$ cat src/rtl/alu_pkg.sv
// Shared ALU instruction-format definitions: field positions, widths and a packing helper.
package alu_pkg;

  localparam int INSTR_W  = 22;
  localparam int REG_W    = 5;
  localparam int OPC_W    = 7;

  localparam int OPC_MSB  = 21;
  localparam int OPC_LSB  = 15;
  localparam int DST_MSB  = 14;
  localparam int DST_LSB  = 10;
  localparam int SRC1_MSB = 9;
  localparam int SRC1_LSB = 5;
  localparam int SRC2_MSB = 4;
  localparam int SRC2_LSB = 0;

  function automatic logic [INSTR_W-1:0] pack_instr(
    input logic [OPC_W-1:0] opc,
    input logic [REG_W-1:0] dst,
    input logic [REG_W-1:0] s1,
    input logic [REG_W-1:0] s2
  );
    return {opc, dst, s1, s2};
  endfunction

endpackage

$ cat src/rtl/sync_fifo.sv
// Generic single-clock FIFO with show-ahead read, flush, and level-derived full/empty.
module sync_fifo #(
  parameter int WIDTH = 22,
  parameter int DEPTH = 8
) (
  input  logic                     clk,
  input  logic                     rst,
  input  logic                     push,
  input  logic                     pop,
  input  logic                     flush,
  input  logic [WIDTH-1:0]         wdata,
  output logic [WIDTH-1:0]         rdata,
  output logic [$clog2(DEPTH):0]   level,
  output logic                     full,
  output logic                     empty
);

  localparam int PTR_W = $clog2(DEPTH);
  localparam int LVL_W = PTR_W + 1;

  logic [WIDTH-1:0] mem_q [DEPTH];
  logic [PTR_W-1:0] wr_ptr_q, wr_ptr_d;
  logic [PTR_W-1:0] rd_ptr_q, rd_ptr_d;
  logic [LVL_W-1:0] level_q, level_d;
  logic             wr_en, rd_en;

  assign full  = (level_q == LVL_W'(DEPTH));
  assign empty = (level_q == '0);
  // Flush wins over both sides; a full queue never accepts, even alongside a pop.
  assign wr_en = push && !full && !flush;
  assign rd_en = pop && !empty && !flush;

  always_comb begin
    wr_ptr_d = wr_ptr_q;
    rd_ptr_d = rd_ptr_q;
    level_d  = level_q;
    if (flush) begin
      wr_ptr_d = '0;
      rd_ptr_d = '0;
      level_d  = '0;
    end else begin
      if (wr_en) wr_ptr_d = wr_ptr_q + PTR_W'(1);
      if (rd_en) rd_ptr_d = rd_ptr_q + PTR_W'(1);
      case ({wr_en, rd_en})
        2'b10:   level_d = level_q + LVL_W'(1);
        2'b01:   level_d = level_q - LVL_W'(1);
        default: level_d = level_q;
      endcase
    end
  end

  always_ff @(posedge clk) begin
    if (rst) begin
      wr_ptr_q <= '0;
      rd_ptr_q <= '0;
      level_q  <= '0;
    end else begin
      wr_ptr_q <= wr_ptr_d;
      rd_ptr_q <= rd_ptr_d;
      level_q  <= level_d;
    end
  end

  // Storage carries data only, so it is left out of reset.
  always_ff @(posedge clk) begin
    if (wr_en) mem_q[wr_ptr_q] <= wdata;
  end

  assign rdata = mem_q[rd_ptr_q];
  assign level = level_q;

endmodule

$ cat src/rtl/alu_issue_queue.sv
// Issue queue in front of the pipelined ALU: buffers instructions, presents the head
// decoded into fields, holds it under stall, and counts issues and stalled cycles.
module alu_issue_queue
  import alu_pkg::*;
#(
  parameter int DEPTH   = 8,
  parameter int INSTR_W = alu_pkg::INSTR_W,
  parameter int CNT_W   = 32
) (
  input  logic                     clk,
  input  logic                     rst,
  input  logic                     in_valid,
  output logic                     in_ready,
  input  logic [INSTR_W-1:0]       in_instr,
  input  logic                     flush,
  input  logic                     stall,
  output logic [REG_W-1:0]         src1,
  output logic [REG_W-1:0]         src2,
  output logic [REG_W-1:0]         dest_addr,
  output logic [OPC_W-1:0]         opcode,
  output logic                     valid,
  output logic [$clog2(DEPTH):0]   level,
  output logic [CNT_W-1:0]         issued_cnt,
  output logic [CNT_W-1:0]         stall_cnt
);

  logic [INSTR_W-1:0] head_raw;
  logic [INSTR_W-1:0] head;
  logic               full, empty, pop;
  logic [CNT_W-1:0]   issued_cnt_q, issued_cnt_d;
  logic [CNT_W-1:0]   stall_cnt_q, stall_cnt_d;

  sync_fifo #(
    .WIDTH (INSTR_W),
    .DEPTH (DEPTH)
  ) u_fifo (
    .clk   (clk),
    .rst   (rst),
    .push  (in_valid),
    .pop   (pop),
    .flush (flush),
    .wdata (in_instr),
    .rdata (head_raw),
    .level (level),
    .full  (full),
    .empty (empty)
  );

  assign valid    = !empty;
  assign in_ready = !full;
  // The ALU stage-1 register samples the head in exactly this cycle.
  assign pop      = valid && !stall;

  assign head      = empty ? '0 : head_raw;
  assign opcode    = head[OPC_MSB:OPC_LSB];
  assign dest_addr = head[DST_MSB:DST_LSB];
  assign src1      = head[SRC1_MSB:SRC1_LSB];
  assign src2      = head[SRC2_MSB:SRC2_LSB];

  always_comb begin
    issued_cnt_d = issued_cnt_q;
    stall_cnt_d  = stall_cnt_q;
    if (pop && !flush) issued_cnt_d = issued_cnt_q + CNT_W'(1);
    if (valid && stall) stall_cnt_d = stall_cnt_q + CNT_W'(1);
  end

  always_ff @(posedge clk) begin
    if (rst) begin
      issued_cnt_q <= '0;
      stall_cnt_q  <= '0;
    end else begin
      issued_cnt_q <= issued_cnt_d;
      stall_cnt_q  <= stall_cnt_d;
    end
  end

  assign issued_cnt = issued_cnt_q;
  assign stall_cnt  = stall_cnt_q;

endmodule
$ cat config.mk
export PLATFORM = sky130hd
export DESIGN_NAME = alu_issue_queue
export DESIGN_NICKNAME = d
export VERILOG_FILES = /design/src/rtl/alu_pkg.sv /design/src/rtl/sync_fifo.sv /design/src/rtl/alu_issue_queue.sv
export SDC_FILE = /design/constraint.sdc
export NUM_CORES = 1
export LEC_CHECK = 0
export ABC_CLOCK_PERIOD_IN_PS = 4100
export CAP_MARGIN = 10
export CORE_MARGIN = 2
export CORE_UTILIZATION = 30
export DETAILED_ROUTE_END_ITERATION = 16
export PLACE_DENSITY = 0.48
export RECOVER_POWER = 100
export SLEW_MARGIN = 15
export SYNTH_ARGS = -nofsm -noshare
export SYNTH_HDL_FRONTEND = slang
export SYNTH_SLANG_ARGS = --single-unit
export TNS_END_PERCENT = 10
$ cat constraint.sdc
create_clock -name clk -period 4.1 [get_ports clk]
set_clock_uncertainty 0.2 [all_clocks]
set_input_delay 0.82 -clock clk [delete_from_list [all_inputs] [get_ports clk]]
set_output_delay 0.82 -clock clk [all_outputs]
set_load 0.03 [all_outputs]
==> run_results.csv <==
group,metric,value,unit
run_status,status,"complete, no violations",
timing,hold_viol,0,
critical_path,crit_path_max_fanout,9,
route,drc,0,
route,drt_wl_total,23900,µm
yosys,ys_seq_area_share,65.1,%
clocking,cts_buffer_depth,3,
critical_path,r2r-end,"u_fifo.mem_q[4][1]",
hold_path,min-delay-path-class,"reg2reg",
timing,max_freq,264,MHz
yosys,synth_top_cell_area_share,50.4,%
die,core_area,0.0345,mm²
route,vias,6549,
power_and_ir_drop,p_leak,0.00428,µW
yosys,syn_area_per_cell,14.3,µm²
yosys,synthTopCellsByArea,"edfxtp_1 (50%), dfxtp_1 (15%), mux4_2 (9.4%)",
clocking,cts_tree,"built",
die,die_y,191,µm
placed_design,hpwlAfterDp,15200,µm
final_layout,fin_util,38.0,%
critical_path,cp_num_buf_inv,3,
yosys,synth_flop_cell,"edfxtp_1",
power_and_ir_drop,p_per_area,410,mW/mm²
power_and_ir_drop,irDropWorstVdd,312,µV
clocking,cts_hold_buffers,0,
yosys,syn_inst,733,
clocking,cts_setup_buffers,0,
clocking,clkSinkCount,253,
timing,relSlewSlack,13.8,%
clocking,cts_buffers,28,
critical_path,endpoint,"valid",
critical_path,required,3.08,ns
yosys,yosysTopAreaCell,"edfxtp_1",
yosys,ys_types,42,
timing,slew_viol_final,0,
route,wl_per_cell,17.9,µm
critical_path,cp.arrival,2.77,ns
clocking,cts_resized,0,
timing,rsz0062_at_grt,"no",
placed_design,gp_congestion,0.730,
grt,grt_max_degree,45,
power_and_ir_drop,power.total,5380,µW
timing,setup_tns,0,ns
critical_path,slowest_delay,0.74,ns
critical_path,cp-start-kind,"flop",
die,die_area,0.0365,mm²
route,first_pass_iters,5,
yosys,synth_enable_flop_cells,176,
timing,fin_hold_ws,0.285,ns
final_layout,drive_gt1_share,12.6,%
critical_path,cp_slowest_cell,"dlygate4sd3_1",
yosys,synth_fp_nets,767,
final_layout,regArea,0.00683,mm²
final_layout,nets,895,
placed_design,numPortBuffers,118,
critical_path,path_depth,4,
route,vias_per_cell,4.89,
route,ant_nets,0,
timing,fin_crit_sh,92.5,%
critical_path,reg2reg_from,"u_fifo.level[0]",
grt,antenna_found_initial,3,
final_layout,multiInputGateArea,0.00343,mm²
timing,min_period,3.79,ns
critical_path,r2r_cells,5,
die,io_pins,119,
critical_path,reg2reg_slack,0.85,ns
die,num_rows,68,
timing,tightest_slew,1.29,ns
die,initial_core_util,30.4,%
grt,grt_overflow,0,
run,maxCapViolCount,0,
yosys,ys_warn_count,0,
clocking,htree_levels,1,
yosys,ys_seq_elements,253,
critical_path,critPathTopFamily,"buffers and inverters",
timing,setup_viol,0,
grt,grt_pass1_wl,37600,µm
clocking,cts_root_buffer,"clkbuf_16",
critical_path,worst-setup-path-type,"reg2out",
yosys,async_flop_share,0,%
clocking,path_clk_slew,0.06,ns
yosys,syn_area,0.0105,mm²
critical_path,cp_cell_sequence,"nor4_1, buf_4, inv_1, dlygate4sd3_1",
clocking,clock_latency,0.53,ns
grt,grt_pass1_vias,6574,
route,drt-initial-drc-count,364,
final_layout,fillers,3303,
critical_path,crit_start,"u_fifo.level[0]",
critical_path,critPathCaptureType,"output pin",
grt,track_usage,13.1,%
final_layout,syn_to_final_growth,25.0,%
die,die_w,191,µm
==> area by class of cell <==
| class | instances | share of cell area (%) |
|---|---|---|
| multi-input combinational | 425 | 26.1 |
| clock buffer | 36 | 5.74 |
| antenna | 2 | 0.0382 |
| inverter | 9 | 0.258 |
| sequential | 253 | 52.1 |
| clock inverter | 15 | 1.19 |
| tap | 455 | 4.34 |
| timing repair buffer | 144 | 10.2 |
==> per-stage QoR <==
stage	setup WS (ns)	std cells	cell area, µm²
global route	0.164	1337	13100
detailed placement	0.602	1286	12300
global placement	0.673	1286	12300
finish	0.306	1339	13100
CTS	0.303	1337	13200
floorplan	0.0279	733	10500
==> worst reg2reg max path, cell delays in order, from the launching register on <==
cell	delay, ns
dfxtp_1	0.52
or4b_2	0.28
nand3b_1	0.17
or2_0	0.36
nor2_1	0.33
clkbuf_1	0.99
==> sequential cells by signal, summed over array words and instances, names as in the netlist, named ones only <==
signal,flops
issued_cnt,32
stall_cnt,32
u_fifo.level,4
u_fifo.mem_q,176
u_fifo.rd_ptr_q,3
u_fifo.wr_ptr_q,3
==> Yosys cell counts (2+ instances only) <==
master / instances
a21oi_1: 44
and2_1: 6
and3_1: 4
and4_1: 12
buf_1: 6
buf_2: 8
clkbuf_1: 30
dfxtp_1: 77
edfxtp_1: 176
ha_1: 7
inv_1: 8
mux2_2: 9
mux2i_1: 25
mux4_2: 44
nand2_1: 22
nand2b_1: 4
nand3_1: 23
nand3b_1: 2
nand4_1: 24
nand4b_1: 3
nor2_1: 65
nor2b_1: 7
nor3_1: 6
nor4_1: 5
o21ai_0: 11
o31ai_1: 29
or2_2: 2
or3_1: 12
or4_1: 29
xnor2_1: 6
xor2_1: 16
==> kinds of logic (layout without fill, tap and decap cells) <==
group                      count (synthesis)  after routing  synth area share (%)
DFF                                      253            253                  65.1
and+or+nand+nor                          231            231                  12.4
AOI/OAI and AO/OA                         87             87                  4.95
muxes                                     78             78                  12.8
buffers and inverters                     55            204                  2.15
xor gates and xnor gates                  22             22                  1.84
adders and majority gates                  7              7                 0.835
other                                      0              2                     0
==> layout by cell type, fill, tap and decap left out, drive strengths merged, types with 22 or more instances in the layout <==
cell type	n
dlygate4sd3	115
edfxtp	176
a21oi	44
or4	29
o31ai	29
nand4	24
dfxtp	77
nor2	65
mux4	44
nand3	23
nand2	22
clkbuf	52
mux2i	25
==> worst min path at each step <==
stage                     cells past startpoint                  to          startpoint
final                                         2       stall_cnt[31]       stall_cnt[31]
after global routing                          2       stall_cnt[26]       stall_cnt[26]
after CTS                                     2       stall_cnt[31]       stall_cnt[31]
after detailed placement                      2       stall_cnt[31]       stall_cnt[31]
after global placement                        2       stall_cnt[26]       stall_cnt[26]
after floorplan                               2  u_fifo.wr_ptr_q[0]  u_fifo.wr_ptr_q[0]
==> power by group <==
part	switching (µW)	leakage [µW]	internal [µW]
combinational	100	0.00163	59.6
clock	989	0.000445	1480
sequential	5.62	0.00221	2740
==> routing by layer <==
metal / track usage (%) / wire length, µm / vias to the layer above
met3: 3.58 / 1560 / 38
met5: 0 / 27 / -
met4: 2.92 / 405 / 4
met1: 18.0 / 11000 / 3229
li1: - / - / 3135
met2: 20.7 / 10900 / 143
Power figures use the tool's default switching activity.
